[config.mk]
export PLATFORM = sky130hd
export DESIGN_NAME = frame_scheduler_flat
export DESIGN_NICKNAME = d
export VERILOG_FILES = /design/src/rtl/frame_sched_pkg.sv /design/src/rtl/frame_scheduler_if.sv /design/src/rtl/frame_buf_tracker.sv /design/src/rtl/frame_scheduler.sv /design/src/flat_wrapper.sv
export SDC_FILE = /design/constraint.sdc
export NUM_CORES = 1
export LEC_CHECK = 0
export ABC_CLOCK_PERIOD_IN_PS = 8200
export BUFFER_PORTS_ARGS = -buffer_cell sky130_fd_sc_hd__buf_2
export CORE_ASPECT_RATIO = 1.25
export CORE_MARGIN = 3
export CORE_UTILIZATION = 57
export DETAILED_ROUTE_END_ITERATION = 8
export PLACE_DENSITY_LB_ADDON = 0.3
export REMOVE_ABC_BUFFERS = 1
export SLEW_MARGIN = 10
export SYNTH_ARGS = -nofsm -noshare
export SYNTH_HDL_FRONTEND = slang
export SYNTH_HIERARCHICAL = 1
export SYNTH_SLANG_ARGS = --single-unit
[constraint.sdc]
create_clock -name clk -period 8.2 [get_ports clk]
set_input_delay 0 -clock clk [delete_from_list [all_inputs] [get_ports clk]]
set_output_delay 0 -clock clk [all_outputs]
set_load 0.1 [all_outputs]
[src/rtl/frame_sched_pkg.sv]
// Shared types and helpers for the frame scheduler: FSM state encoding,
// buffer index type, ring size and small arithmetic helpers.
package frame_sched_pkg;

    localparam int NUM_BUFS = 3;

    typedef logic [1:0] buf_idx_t;

    typedef enum logic [2:0] {
        ST_IDLE       = 3'd0,
        ST_WAIT_FRAME = 3'd1,
        ST_LOAD       = 3'd2,
        ST_RUN        = 3'd3,
        ST_GAP        = 3'd4,
        ST_ERROR      = 3'd5
    } sched_state_e;

    // Indices of the three buffers sum to 3, so the one not named by a and b
    // is whatever remains.
    function automatic buf_idx_t free_buf(input buf_idx_t a, input buf_idx_t b);
        buf_idx_t r;
        r = 2'(NUM_BUFS) - a - b;
        return r;
    endfunction

    // 16-bit increment that sticks at all-ones instead of wrapping.
    function automatic logic [15:0] sat_inc16(input logic [15:0] v);
        logic [15:0] r;
        if (v == 16'hFFFF) begin
            r = v;
        end else begin
            r = v + 16'd1;
        end
        return r;
    endfunction

endpackage

[src/rtl/frame_scheduler_if.sv]
// Uploader-side handshake between the frame scheduler (master) and the
// DMA uploader (slave).
interface frame_scheduler_if #(
    parameter int ADDR_W = 32
);
    logic              upl_enable;
    logic [ADDR_W-1:0] upl_base_address;
    logic [31:0]       upl_total_size;
    logic              upl_active;
    logic              upl_fifo_write;
    logic              upl_read_error;

    modport master (
        output upl_enable, upl_base_address, upl_total_size,
        input  upl_active, upl_fifo_write, upl_read_error
    );

    modport slave (
        input  upl_enable, upl_base_address, upl_total_size,
        output upl_active, upl_fifo_write, upl_read_error
    );
endinterface

[src/rtl/frame_buf_tracker.sv]
// Triple-buffer rotation: tracks the displayed, pending and write buffers.
// A commit hands the writer's buffer over as pending; a load promotes the
// pending buffer to display. With FRAME_SCHED_STATS_EN defined, commits
// that overwrite an unconsumed pending buffer are counted as drops.
module frame_buf_tracker
    import frame_sched_pkg::*;
(
    input  logic        clk,
    input  logic        rst,
    input  logic        load,
    input  logic        buf_commit,
    output buf_idx_t    disp_idx,
    output buf_idx_t    wr_idx,
    output buf_idx_t    load_idx,
    output logic [15:0] frames_dropped
);
    buf_idx_t disp_r, pend_r, wr_r;
    logic     pend_valid_r;
    buf_idx_t disp_s, pend_s, wr_s;
    logic     pend_valid_s;

    // Next buffer assignment: load consumes the old pending first, then a
    // commit installs the writer's buffer as the new pending.
    always_comb begin
        disp_s       = disp_r;
        pend_s       = pend_r;
        pend_valid_s = pend_valid_r;
        wr_s         = wr_r;
        if (load && pend_valid_r) begin
            disp_s       = pend_r;
            pend_valid_s = 1'b0;
        end else begin
            disp_s       = disp_r;
        end
        if (buf_commit) begin
            pend_s       = wr_r;
            pend_valid_s = 1'b1;
            wr_s         = free_buf(wr_r, disp_s);
        end else begin
            wr_s         = wr_r;
        end
    end

    // Buffer index registers.
    always_ff @(posedge clk or posedge rst) begin
        if (rst) begin
            disp_r       <= 2'd0;
            pend_r       <= 2'd0;
            pend_valid_r <= 1'b0;
            wr_r         <= 2'd1;
        end else begin
            disp_r       <= disp_s;
            pend_r       <= pend_s;
            pend_valid_r <= pend_valid_s;
            wr_r         <= wr_s;
        end
    end

    assign disp_idx = disp_r;
    assign wr_idx   = wr_r;
    assign load_idx = pend_valid_r ? pend_r : disp_r;

`ifdef FRAME_SCHED_STATS_EN
    logic [15:0] dropped_r;

    // Count commits that overwrite a pending buffer nobody displayed.
    always_ff @(posedge clk or posedge rst) begin
        if (rst) begin
            dropped_r <= 16'd0;
        end else if (buf_commit && pend_valid_r && !load) begin
            dropped_r <= sat_inc16(dropped_r);
        end else begin
            dropped_r <= dropped_r;
        end
    end

    assign frames_dropped = dropped_r;
`else
    assign frames_dropped = 16'd0;
`endif

endmodule

[src/rtl/frame_scheduler.sv]
// Frame scheduler: on each vsync, points the uploader at the current display
// buffer, counts the words it pushes, and waits for it to go idle before the
// next frame. Optional statistics counters are built when the macro
// FRAME_SCHED_STATS_EN is defined.
module frame_scheduler
    import frame_sched_pkg::*;
#(
    parameter int ADDR_W = 32,
    parameter int CNT_W  = 24
) (
    input  logic              clk,
    input  logic              rst,
    input  logic              ctrl_enable,
    input  logic [ADDR_W-1:0] base_address,
    input  logic [ADDR_W-1:0] buf_stride,
    input  logic [31:0]       frame_bytes,
    input  logic [CNT_W-1:0]  frame_words,
    input  logic              frame_start,
    input  logic              buf_commit,
    frame_scheduler_if.master upl,
    output logic [1:0]        wr_buf_idx,
    output logic [1:0]        disp_buf_idx,
    output logic              frame_done,
    output logic              error,
    output logic [15:0]       frames_shown,
    output logic [15:0]       frames_dropped,
    output logic [15:0]       underruns
);
    sched_state_e      state_r, state_s;
    logic [CNT_W-1:0]  word_cnt_r, word_cnt_s, cnt_inc_s;
    logic              upl_enable_r;
    logic [ADDR_W-1:0] upl_addr_r;
    logic [31:0]       upl_size_r;
    logic              frame_done_r, frame_done_s;
    logic              error_r, error_s;
    logic              load_s;
    buf_idx_t          load_idx_s;

    assign load_s = (state_r == ST_LOAD);

    frame_buf_tracker u_tracker (
        .clk            (clk),
        .rst            (rst),
        .load           (load_s),
        .buf_commit     (buf_commit),
        .disp_idx       (disp_buf_idx),
        .wr_idx         (wr_buf_idx),
        .load_idx       (load_idx_s),
        .frames_dropped (frames_dropped)
    );

    // Next-state, word count and pulse decode; a read error outranks the
    // final word, and dropping ctrl_enable overrides everything.
    always_comb begin
        state_s      = state_r;
        word_cnt_s   = word_cnt_r;
        frame_done_s = 1'b0;
        error_s      = error_r;
        cnt_inc_s    = word_cnt_r + CNT_W'(1);
        if (!ctrl_enable) begin
            state_s = ST_IDLE;
            error_s = 1'b0;
        end else begin
            case (state_r)
                ST_IDLE: begin
                    state_s = ST_WAIT_FRAME;
                end
                ST_WAIT_FRAME: begin
                    if (frame_start) begin
                        state_s = ST_LOAD;
                    end else begin
                        state_s = ST_WAIT_FRAME;
                    end
                end
                ST_LOAD: begin
                    word_cnt_s = '0;
                    if (frame_words == '0) begin
                        state_s      = ST_WAIT_FRAME;
                        frame_done_s = 1'b1;
                    end else begin
                        state_s      = ST_RUN;
                    end
                end
                ST_RUN: begin
                    if (upl.upl_read_error) begin
                        state_s = ST_ERROR;
                        error_s = 1'b1;
                    end else if (upl.upl_fifo_write) begin
                        word_cnt_s = cnt_inc_s;
                        if (cnt_inc_s == frame_words) begin
                            state_s = ST_GAP;
                        end else begin
                            state_s = ST_RUN;
                        end
                    end else begin
                        state_s = ST_RUN;
                    end
                end
                ST_GAP: begin
                    if (upl.upl_read_error) begin
                        state_s = ST_ERROR;
                        error_s = 1'b1;
                    end else if (!upl.upl_active) begin
                        state_s      = ST_WAIT_FRAME;
                        frame_done_s = 1'b1;
                    end else begin
                        state_s = ST_GAP;
                    end
                end
                ST_ERROR: begin
                    state_s = ST_ERROR;
                end
                default: begin
                    state_s = ST_IDLE;
                end
            endcase
        end
    end

    // State, counter and registered uploader/status outputs.
    always_ff @(posedge clk or posedge rst) begin
        if (rst) begin
            state_r      <= ST_IDLE;
            word_cnt_r   <= '0;
            upl_enable_r <= 1'b0;
            upl_addr_r   <= '0;
            upl_size_r   <= 32'd0;
            frame_done_r <= 1'b0;
            error_r      <= 1'b0;
        end else begin
            state_r      <= state_s;
            word_cnt_r   <= word_cnt_s;
            upl_enable_r <= (state_s == ST_RUN);
            frame_done_r <= frame_done_s;
            error_r      <= error_s;
            if (load_s) begin
                upl_addr_r <= base_address + (ADDR_W'(load_idx_s) * buf_stride);
                upl_size_r <= frame_bytes;
            end else begin
                upl_addr_r <= upl_addr_r;
                upl_size_r <= upl_size_r;
            end
        end
    end

    assign upl.upl_enable       = upl_enable_r;
    assign upl.upl_base_address = upl_addr_r;
    assign upl.upl_total_size   = upl_size_r;
    assign frame_done           = frame_done_r;
    assign error                = error_r;

`ifdef FRAME_SCHED_STATS_EN
    logic [15:0] shown_r, underrun_r;

    // Completed-frame and missed-vsync counters, saturating.
    always_ff @(posedge clk or posedge rst) begin
        if (rst) begin
            shown_r    <= 16'd0;
            underrun_r <= 16'd0;
        end else begin
            if (frame_done_s) begin
                shown_r <= sat_inc16(shown_r);
            end else begin
                shown_r <= shown_r;
            end
            if (frame_start && (state_r != ST_WAIT_FRAME)) begin
                underrun_r <= sat_inc16(underrun_r);
            end else begin
                underrun_r <= underrun_r;
            end
        end
    end

    assign frames_shown = shown_r;
    assign underruns    = underrun_r;
`else
    assign frames_shown = 16'd0;
    assign underruns    = 16'd0;
`endif

endmodule

[src/flat_wrapper.sv]
// flat-port wrapper written by rule: the top's interface ports become plain ports
module frame_scheduler_flat import frame_sched_pkg::*;
#(
    parameter int ADDR_W = 32,
    parameter int CNT_W  = 24
)
  (clk, rst, ctrl_enable, base_address, buf_stride, frame_bytes, frame_words, frame_start, buf_commit, wr_buf_idx, disp_buf_idx, frame_done, error, frames_shown, frames_dropped, underruns, upl_upl_enable, upl_upl_base_address, upl_upl_total_size, upl_upl_active, upl_upl_fifo_write, upl_upl_read_error);
  frame_scheduler_if #(.ADDR_W(ADDR_W)) upl_i ();
  input  logic clk;
  input  logic rst;
  input  logic ctrl_enable;
  input  logic [ADDR_W-1:0] base_address;
  input  logic [ADDR_W-1:0] buf_stride;
  input  logic [31:0] frame_bytes;
  input  logic [CNT_W-1:0] frame_words;
  input  logic frame_start;
  input  logic buf_commit;
  output logic [1:0] wr_buf_idx;
  output logic [1:0] disp_buf_idx;
  output logic frame_done;
  output logic error;
  output logic [15:0] frames_shown;
  output logic [15:0] frames_dropped;
  output logic [15:0] underruns;
  output wire logic [$bits(upl_i.upl_enable)-1:0] upl_upl_enable;
  output wire logic [$bits(upl_i.upl_base_address)-1:0] upl_upl_base_address;
  output wire logic [$bits(upl_i.upl_total_size)-1:0] upl_upl_total_size;
  input wire logic [$bits(upl_i.upl_active)-1:0] upl_upl_active;
  input wire logic [$bits(upl_i.upl_fifo_write)-1:0] upl_upl_fifo_write;
  input wire logic [$bits(upl_i.upl_read_error)-1:0] upl_upl_read_error;
  assign upl_upl_enable = upl_i.upl_enable;
  assign upl_upl_base_address = upl_i.upl_base_address;
  assign upl_upl_total_size = upl_i.upl_total_size;
  assign upl_i.upl_active = upl_upl_active;
  assign upl_i.upl_fifo_write = upl_upl_fifo_write;
  assign upl_i.upl_read_error = upl_upl_read_error;
  frame_scheduler #(.ADDR_W(ADDR_W), .CNT_W(CNT_W)) u_core (.clk(clk), .rst(rst), .ctrl_enable(ctrl_enable), .base_address(base_address), .buf_stride(buf_stride), .frame_bytes(frame_bytes), .frame_words(frame_words), .frame_start(frame_start), .buf_commit(buf_commit), .upl(upl_i), .wr_buf_idx(wr_buf_idx), .disp_buf_idx(disp_buf_idx), .frame_done(frame_done), .error(error), .frames_shown(frames_shown), .frames_dropped(frames_dropped), .underruns(underruns));
endmodule
# --- Word-level counts from Yosys, hierarchy flattened ---
# Index checks and enable logic that the tools add are counted.
word_totals:
  inputBits: 128
  mem_bits_rw: 0
  register_bits: 101
  mem_count: 0
  latchBits: 0
  out_inout_bits: 119
  romBits: 0
  elab_cells: 59
classes:
  n_addsub: 4
  muxes: 24
  reduce_logical: 8
  bitwise: 0
  order_cmp: 0
  shift: 0
  div: 0
  n_mul: 1
  n_eq_ne: 11
op_table:
  columns: ["cell", "n"]
  rows:
  - ["24-bit 2-to-1 mux", 2]
  - ["24-bit one-hot mux with 2 select lines", 1]
  - ["32-bit adder", 1]
  - ["2-bit by 32-bit multiplier with 32-bit output", 1]
  - ["24-bit by 1-bit adder with 24-bit output (second input constant)", 1]
  - ["24-bit equality test", 1]
  - ["24-bit zero test", 1]
  - ["3-bit 2-to-1 mux", 6]
  - ["3-bit one-hot mux with 6 select lines", 1]
  - ["3-bit by 2-bit equality test with 1-bit output (second input constant)", 3]
  - ["1-bit 2-to-1 mux", 9]
  - ["2-bit 2-to-1 mux", 4]
  - ["3-bit equality test (second input constant)", 2]
  - ["2-bit != test (second input constant)", 3]
  - ["4-bit AND reduction", 1]
  - ["2-bit nonzero test", 2]
  - ["3-bit by 1-bit equality test with 1-bit output (second input constant)", 1]
  - ["3-bit zero test", 1]
  - ["2-bit by 1-bit != test with 1-bit output (second input constant)", 1]
  - ["1-bit one-hot mux with 2 select lines", 1]
  - ["2-bit AND reduction", 1]
  - ["2-bit OR reduction", 1]
  - ["2-bit subtractor", 1]
  - ["2-bit subtractor (first input constant)", 1]
  - ["1-bit logical AND", 1]

# --- Longest topological paths before layout ---
# Gate-level depths: netlist of run 1.
logic_depth:
  word_depth: 8
  mapped_depth: 16
  mapped_depth_nobuf: 15

# --- Cells and area by module ---
# Netlist of run 1, hierarchy kept.
by_module_without_submodules:
  columns: ["module", "cells_each", "seq_area_each_um2", "n_inst", "area_each_um2"]
  rows:
  - ["frame_scheduler", 975, 2352.3, 1, 7739.9]
  - ["frame_buf_tracker", 41, 176.4, 1, 449.2]

# --- Worst setup path after synthesis of run 1 ---
# OpenSTA, ideal clock, no wires.
synth_timing:
  path_kind: "reg-to-reg"
  startpoint: "reg u_core.u_tracker.disp_r[1] (netlist: u_core/u_tracker/disp_idx[1])"
  endpoint: "reg u_core.upl_addr_r[31] (netlist: u_core/upl.upl_base_address[31])"
  synth_period_minus_slack_ps: 4504
  path_buffers: 1
  stages_incl_launch_ff: 17
  required_ps: 8080
  path_slack_ps: 3696
  setup_ps: 120
  arrival_time_ps: 4384
  cell_sequence: "dfrtp_1 mux2_2 clkbuf_1 nand2_1 fa_1 inv_1 ha_1 inv_1 fa_1 nor2b_1 o31a_1 o41ai_1 a2111oi_0 o21ai_0 a211oi_1 or3_1 a31o_2"
synth_via:
  elab_chain_len: 3
synth_rtl:
  columns: ["element", "line", "source"]
  rows:
  - ["start: declaration", "frame_buf_tracker.sv:17", "buf_idx_t disp_r, pend_r, wr_r;"]
  - ["start signal: assignment", "frame_buf_tracker.sv:52", "disp_r <= disp_s;"]
  - ["2-bit 2-to-1 mux", "frame_buf_tracker.sv:61", "assign load_idx = pend_valid_r ? pend_r : disp_r;"]
  - ["net u_core.load_idx_s[1]", "frame_scheduler.sv:37", "buf_idx_t load_idx_s;"]
  - ["2-bit by 32-bit multiplier with 32-bit output", "frame_scheduler.sv:137", "upl_addr_r <= base_address + (ADDR_W'(load_idx_s) * buf_stride);"]
  - ["32-bit adder", "frame_scheduler.sv:137", null]
  - ["end signal: assignment", "frame_scheduler.sv:137", null]
  - ["end signal: assignment", "frame_scheduler.sv:140", "upl_addr_r <= upl_addr_r;"]
  - ["end: declaration", "frame_scheduler.sv:32", "logic [ADDR_W-1:0] upl_addr_r;"]
# The timed path passes the listed nets, and every way through them passes these cells.
# A chain may end at the register's enable or synchronous reset.

# --- Final worst setup path of run 1 ---
layout_timing:
  startpoint: "reg u_core.u_tracker.pend_valid_r"
  endpoint: "reg u_core.upl_addr_r[31] (netlist: u_core/upl.upl_base_address[31])"
layout_via:
  elab_chain_len: 3
layout_rtl:
  columns: ["element", "line", "source"]
  rows:
  - ["start: declaration", "frame_buf_tracker.sv:18", "logic pend_valid_r;"]
  - ["start signal: assignment", "frame_buf_tracker.sv:54", "pend_valid_r <= pend_valid_s;"]
  - ["2-bit 2-to-1 mux", "frame_buf_tracker.sv:61", null]
  - ["net u_core.load_idx_s[1]", "frame_scheduler.sv:37", null]
  - ["2-bit by 32-bit multiplier with 32-bit output", "frame_scheduler.sv:137", null]
  - ["32-bit adder", "frame_scheduler.sv:137", null]
# The timed path passes the listed nets, and every way through them passes these cells.

==> impl_metrics.toml, run 1 <==
[outcome]
status = "finished clean"

[timing]
slew_headroom_pct = 31.82
setup_viol = 0
hold_viol_final = 0
clock_skew_ns = 0.005908
finalCriticalPeriod_ns = 4.627
max_freq_mhz = 216.1
timing.final.crit_share_pct = 56.42
rsz0062_at_grt = "no"
report.final.slew_viol_count = 0
tns_ns = 0
max_slew.worst_pin.slew_ns = 0.9970

[clocking]
root_buffer = "clkbuf_16"
cts_resized = 0
htree_levels = 3
cts_tree = "built"
clock_path_buffers = 2
clk_latency_ns = 0.36
clkTransAtPathRegs_ns = 0.07
cts_buffers = 9
clkSinkCount = 101

[global_routing]
antenna_found_initial = 0
grt_pass1_wl_microns = 35000
grt.overflow.total = 0
grt_max_degree = 94
grt_usage_pct = 26.96
grt_pass1_vias = 7476

[place]
place_hpwl_microns = 15850
place_area_sq_um = 9027
gp_congestion = 0.9151
io_buffers = 198

[floorplanning]
std_cell_rows = 48
chipHeight_microns = 140.0
die_w_microns = 113.2
pin_count = 247
start_util_pct = 58.77
die_area_sq_um = 15850
core_sq_um = 13930

[logic_synthesis]
synth.area.top_cells = "dfrtp_1 31%, nand2_1 11%, fa_1 7.6%, inv_1 5.1%, ha_1 5.0%"
synth_adder_area_share_pct = 12.62
synth_cells = 1016
synth_xor_area_share_pct = 5.989
synthMuxAreaShare_pct = 1.482
synthSimpleGateAreaFrac_pct = 21.96
synth_edf_count = 0
ys_warn_count = 6
ys_seq_area_share_pct = 30.88
synth_seq_cells = 101
avgSynthCellArea_sq_um = 8.060
syn_area_sq_um = 8189
synth_compound_area_share_pct = 14.85
synthDominantCellAreaShare_pct = 30.56
async_flop_share_pct = 100.0
synthFlopType = "dfrtp_1"
yosysTopAreaCell = "dfrtp_1"
synth_top_family_by_area = "simple AND/OR/NAND/NOR gates"
synth.distinct_cells = 69

[power_and_ir_drop]
ir_worst_vdd_mv = 0.4027
p_sw_share_pct = 60.05
powerDensity_nw_per_um2 = 415.6
p_switching_mw = 2.421
seqPwrFrac_pct = 18.7
clkPwrFrac_pct = 11.1
p_int_mw = 1.610
combPwrFrac_pct = 70.2
p_leak_nw = 5.065

[finish]
diodes = 0
stdcell_area_sq_um = 9701
layout-drive-gt1-share_pct = 20.23
nets = 1413
syn2layout_area_growth_pct = 18.46
fill_cells = 1149

[worst_setup_path]
critPathBufInv = 2
required_ns = 8.45
cp_slowest_cell = "a2111oi_0"
crit_family = "compound AO/OA/AOI/OAI gates"
worst-setup-path-type = "reg2reg"
slowest_delay_ns = 0.71
path_cells = "mux2_2, nand2_1, fa_1, inv_1, ha_1, inv_1, fa_1, nor2b_1, o31a_1, o41ai_1, a2111oi_0, o21ai_0, a211oi_1, o21ai_0, a31o_2"
worstSetupStartpointType = "flop"
arrival_ns = 4.88
worst_setup_path_end_kind = "flop"
cp_max_fo = 31

[detailed_routing]
wl_per_cell_microns = 15.12
vias = 7592
viasPerCell = 5.419
drt-total-wl_microns = 21190
ant_nets = 0
drt_iter0_markers = 470
dr.pass1.iters = 7
drc = 0

[hold_path]
hp-class = "in2reg"

[job]
cap_violations = 0
-- power by group through the flow --
| stage | clock [mW] | sequential (mW) | combinational [mW] |
|---|---|---|---|
| 4_1_cts | 0.455 | 0.752 | 2.82 |
| 3_5_place_dp | 0 | 0.759 | 2.80 |
| 6_report | 0.447 | 0.753 | 2.83 |
| 3_3_place_gp | 0 | 0.754 | 2.76 |
| 2_1_floorplan | 0 | 1.83 | 1.21 |
| 5_1_grt | 0.477 | 0.774 | 3.05 |
-- Yosys cell counts, drive strengths merged, types with 5 or more instances --
cell type	number
nor2b	9
inv	111
and2	6
a31oi	8
ha	33
clkbuf	31
nor2	35
nor3	11
buf	59
dfrtp	100
a21oi	36
xor2	17
nand2	235
o211ai	5
mux2i	5
or2	5
a21o	12
o31ai	15
nor3b	5
and3	8
fa	31
o21a	9
nand3	18
nand4	13
mux2	6
o21ai	75
xnor2	39
nand2b	9
nor4	13
-- layout by cell type, fill, tap and decap left out, drive strengths merged, types with 5 or more instances in the layout --
master / instances
nor2b: 9
nand4: 13
mux2i: 5
clkbuf: 11
o21ai: 75
a21oi: 36
fa: 31
o211ai: 5
ha: 33
nor3: 11
nand3: 18
nand2: 235
and2: 6
dfrtp: 100
dlygate4sd3: 37
nor4: 13
xor2: 17
a21o: 12
or2: 5
nand2b: 9
nor2: 35
and3: 8
nor3b: 5
o31ai: 15
a31oi: 8
conb: 48
mux2: 6
inv: 111
buf: 201
o21a: 9
xnor2: 39
-- kinds of logic after synthesis --
| group | after synthesis |
|---|---|
| simple gates | 387 |
| mux | 11 |
| xor+xnor | 56 |
| buf+inv | 201 |
| compound gates | 194 |
| flops | 101 |
| other cells | 2 |
| fa+ha+maj | 64 |
-- through the flow --
step / util, % / power (mW) / hold slack, ns / worst slack (ns) / instances
after floorplan: - / 3.044 / -0.1973 / 3.697 / 972
final: 69.62 / 4.031 / 0.01944 / 3.573 / 1401
after global routing: 69.62 / 4.298 / 0.01522 / 3.230 / 1401
after CTS: 69.62 / 4.031 / 0.01040 / 3.563 / 1401
after global placement: 64.79 / 3.510 / -0.03184 / 3.716 / 1348
after detailed placement: 64.79 / 3.557 / -0.02097 / 3.585 / 1348
-- repair_timing --
| item | CTS | global route |
|---|---|---|
| hold endpoints to repair | 75 | 0 |
| setup buffers | 0 | 0 |
| hold buffers | 37 | 0 |
-- registers in the layout, indices dropped and copies added, names as in the netlist --
| signal | cells |
|---|---|
| u_core/u_tracker/pend_valid_r | 1 |
| u_core/u_tracker/pend_r | 2 |
| u_core/frame_done | 1 |
| u_core/error | 1 |
| u_core/state_r | 3 |
| u_core/upl.upl_enable | 1 |
| u_core/upl.upl_total_size | 32 |
| u_core/u_tracker/disp_idx | 2 |
| u_core/word_cnt_r | 24 |
| u_core/upl.upl_base_address | 32 |
| u_core/u_tracker/wr_idx | 2 |
-- worst min-delay path, cell delays in order --
cell	delay, ns
buf_2	0.09
ha_1	0.14
nand2_1	0.06
nand2_1	0.05
-- layout make-up --
cell class / instances / area (sq um) / area share, %
clock inverter: 5 / 60.06 / 0.6191
inverter: 111 / 419.2 / 4.321
timing repair buffer: 238 / 1384 / 14.27
multi-input combinational: 760 / 4847 / 49.97
tap: 175 / 219.0 / 2.257
sequential: 101 / 2529 / 26.07
clock buffer: 11 / 242.7 / 2.502
-- routing by layer --
layer	global-route usage [%]	share of wire (%)	vias to the layer above
met5	0	0	-
li1	-	-	3683
met3	3.933	5.5	55
met1	31.66	39	3594
met4	12.53	3.9	0
met2	48.13	52	260
-- path summary, 6_finish.rpt --
| path | start | to | slack (ns) | cells after the start |
|---|---|---|---|---|
| worst max-delay path | u_core/u_tracker/pend_valid_r | u_core/upl.upl_base_address[31] | 3.57 | 15 |
| worst min-delay path | base_address[0] | u_core/upl.upl_base_address[0] | 0.02 | 4 |
| worst max register to register | u_core/u_tracker/pend_valid_r | u_core/upl.upl_base_address[31] | 3.57 | 15 |
| worst min register to register | u_core/upl.upl_total_size[7] | u_core/upl.upl_total_size[7] | 0.47 | 2 |
| max in group asynchronous | rst | u_core/upl.upl_total_size[3] | 6.80 | 4 |
| min in group asynchronous | rst | u_core/u_tracker/pend_r[1] | 0.19 | 3 |
Note: power is estimated with default switching activity, not from simulation.
==> run 2, diff against run 1 <==
--- a/config.mk
+++ b/config.mk
@@ -5,11 +5,11 @@
 export SDC_FILE = /design/constraint.sdc
 export NUM_CORES = 1
 export LEC_CHECK = 0
-export ABC_CLOCK_PERIOD_IN_PS = 8200
+export ABC_CLOCK_PERIOD_IN_PS = 4200
 export BUFFER_PORTS_ARGS = -buffer_cell sky130_fd_sc_hd__buf_2
 export CORE_ASPECT_RATIO = 1.25
 export CORE_MARGIN = 3
-export CORE_UTILIZATION = 57
+export CORE_UTILIZATION = 48
 export DETAILED_ROUTE_END_ITERATION = 8
 export PLACE_DENSITY_LB_ADDON = 0.3
 export REMOVE_ABC_BUFFERS = 1
==> constraint.sdc (replaced) <==
create_clock -name clk -period 4.2 [get_ports clk]
set_input_delay 0 -clock clk [delete_from_list [all_inputs] [get_ports clk]]
set_output_delay 0 -clock clk [all_outputs]
set_load 0.1 [all_outputs]
==> impl_metrics.toml, run 2 (synthesis results as in run 1) <==
[worst_setup_path]
path_cells = "mux2_2, buf_4, buf_4, nand2_1, fa_1, inv_1, ha_1, nand4_1, nor2_1, a31o_2, o41ai_2, buf_4, o21ai_1, a311oi_1, xnor2_1, o21ai_1"
cp_common_cell = "buf_4"
cp_slowest_cell = "fa_1"
worstSetupStartpointType = "flop"
slowest_delay_ns = 0.50
critPathBufInv = 4
required_ns = 4.43
crit_family = "compound AO/OA/AOI/OAI gates"
cp_max_fo = 15
timing.reg2reg.setup_slack_ns = 0.22
arrival_ns = 4.21
worst_setup_path_end_kind = "flop"
worst-setup-path-type = "reg2reg"

[timing]
slew_headroom_pct = 49.09
hold_viol_final = 0
finalCriticalPeriod_ns = 3.978
rsz0062_at_grt = "no"
max_slew.worst_pin.slew_ns = 0.7620
clock_skew_ns = 0.007111
report.final.slew_viol_count = 0
setup_viol = 0
timing.final.crit_share_pct = 94.72
whs_ns = 0.06633
finalWorstSetupSlack_ns = 0.2216
max_freq_mhz = 251.4

[detailed_routing]
wl_per_cell_microns = 14.90
drt-total-wl_microns = 21700
drc = 0
viasPerCell = 5.175
vias = 7535
dr.pass1.iters = 4
drt_iter0_markers = 467
ant_nets = 0

[clocking]
clk_latency_ns = 0.35
cts_buffers = 9
root_buffer = "clkbuf_16"
cts_tree = "built"
htree_levels = 3
clkTransAtPathRegs_ns = 0.07
clock_path_buffers = 2
clkSinkCount = 101

[place]
place_area_sq_um = 9176
place_hpwl_microns = 16360
post-place-ws_ns = 0.008450
gp_congestion = 0.9375
io_buffers = 198

[floorplanning]
chipHeight_microns = 152.0
start_util_pct = 49.75
std_cell_rows = 52
die_w_microns = 122.8
core_sq_um = 16460
pin_count = 247
die_area_sq_um = 18670

[global_routing]
grt.overflow.total = 0
grt_max_degree = 69
grt_pass1_vias = 7554
grt_usage_pct = 23.35
antenna_found_initial = 0
grt_pass1_wl_microns = 35540

[finish]
layout_commonest_cell = "nand2_1"
syn2layout_area_growth_pct = 20.83
diodes = 0
stdcell_area_sq_um = 9894
layout-drive-gt1-share_pct = 21.21
nets = 1428
fin_util_pct = 60.11
layout_common_cells = "233 x nand2_1, 198 x buf_2, 110 x inv_1"

[job]
cap_violations = 0

[power_and_ir_drop]
total_power_mw = 7.999
ir_worst_vdd_mv = 0.6834
powerDensity_nw_per_um2 = 808.5
p_leak_nw = 5.142

[hold_path]
hp-class = "in2reg"

[outcome]
status = "finished clean"
==> run 2: cell types whose count changed in the layout (fill, tap and decap cells not counted), sizes merged <==
cell,change
buf,+14
clkinvlp,+1
dlygate4sd3,+1
inv,+1
clkbuf,-1
clkinv,-3
bufinv,+1
==> run 2: worst paths after layout <==
kind / cells past startpoint / to / from
max: 16 / u_core/upl.upl_base_address[30] / u_core/u_tracker/pend_valid_r
min: 5 / u_core/state_r[1] / frame_start
max reg2reg: 16 / u_core/upl.upl_base_address[30] / u_core/u_tracker/pend_valid_r
min reg2reg: 2 / u_core/upl.upl_total_size[13] / u_core/upl.upl_total_size[13]
max in group asynchronous: 4 / u_core/word_cnt_r[5] / rst
min in group asynchronous: 3 / u_core/u_tracker/pend_r[0] / rst
==> run 2: through the flow <==
stage / std cells / TNS, ns
2_1_floorplan: 972 / -1.181
3_3_place_gp: 1402 / 0
3_5_place_dp: 1402 / 0
4_1_cts: 1455 / 0
5_1_grt: 1456 / 0
6_report: 1456 / 0
==> run 2: worst min-delay path, delay by kind of cell <==
family / cells / cell delay [ns]
and+or+nand+nor: 3 / 0.23
AOI/OAI and AO/OA: 1 / 0.07
buffers and inverters: 1 / 0.09
==> run 2: repair_timing <==
item                                    4_1_cts  5_1_grt
endpoints found under the setup margin        1        5
pin swaps                                     0        1
hold endpoints to repair                     99        0
buffers inserted                              0        1
gates resized for setup                       1        4
hold buffers                                 38        0
==> run 2: cell type report <==
type / instances / area (sq um)
multi-input combinational: 760 / 4861
fill: 1444 / 6566
timing repair buffer: 253 / 1503
tap: 216 / 270.3
sequential: 101 / 2529
clock inverter: 5 / 83.83
clock buffer: 10 / 229.0
inverter: 111 / 419.2
==> run 2: report_power, final <==
part           internal [mW]  switching, mW
clock network          0.522          0.385
logic                   1.46           4.17
registers               1.28          0.184
total                   3.26           4.74
==> run 2: routing by layer <==
| metal | global-route usage, % | wire length (microns) | share of wire (%) |
|---|---|---|---|
| met1 | 27.16 | 8554 | 39 |
| met2 | 42.17 | 11320 | 52 |
| met3 | 4.500 | 1280 | 5.9 |
| met4 | 7.951 | 543 | 2.5 |
| met5 | 0 | 0 | 0 |
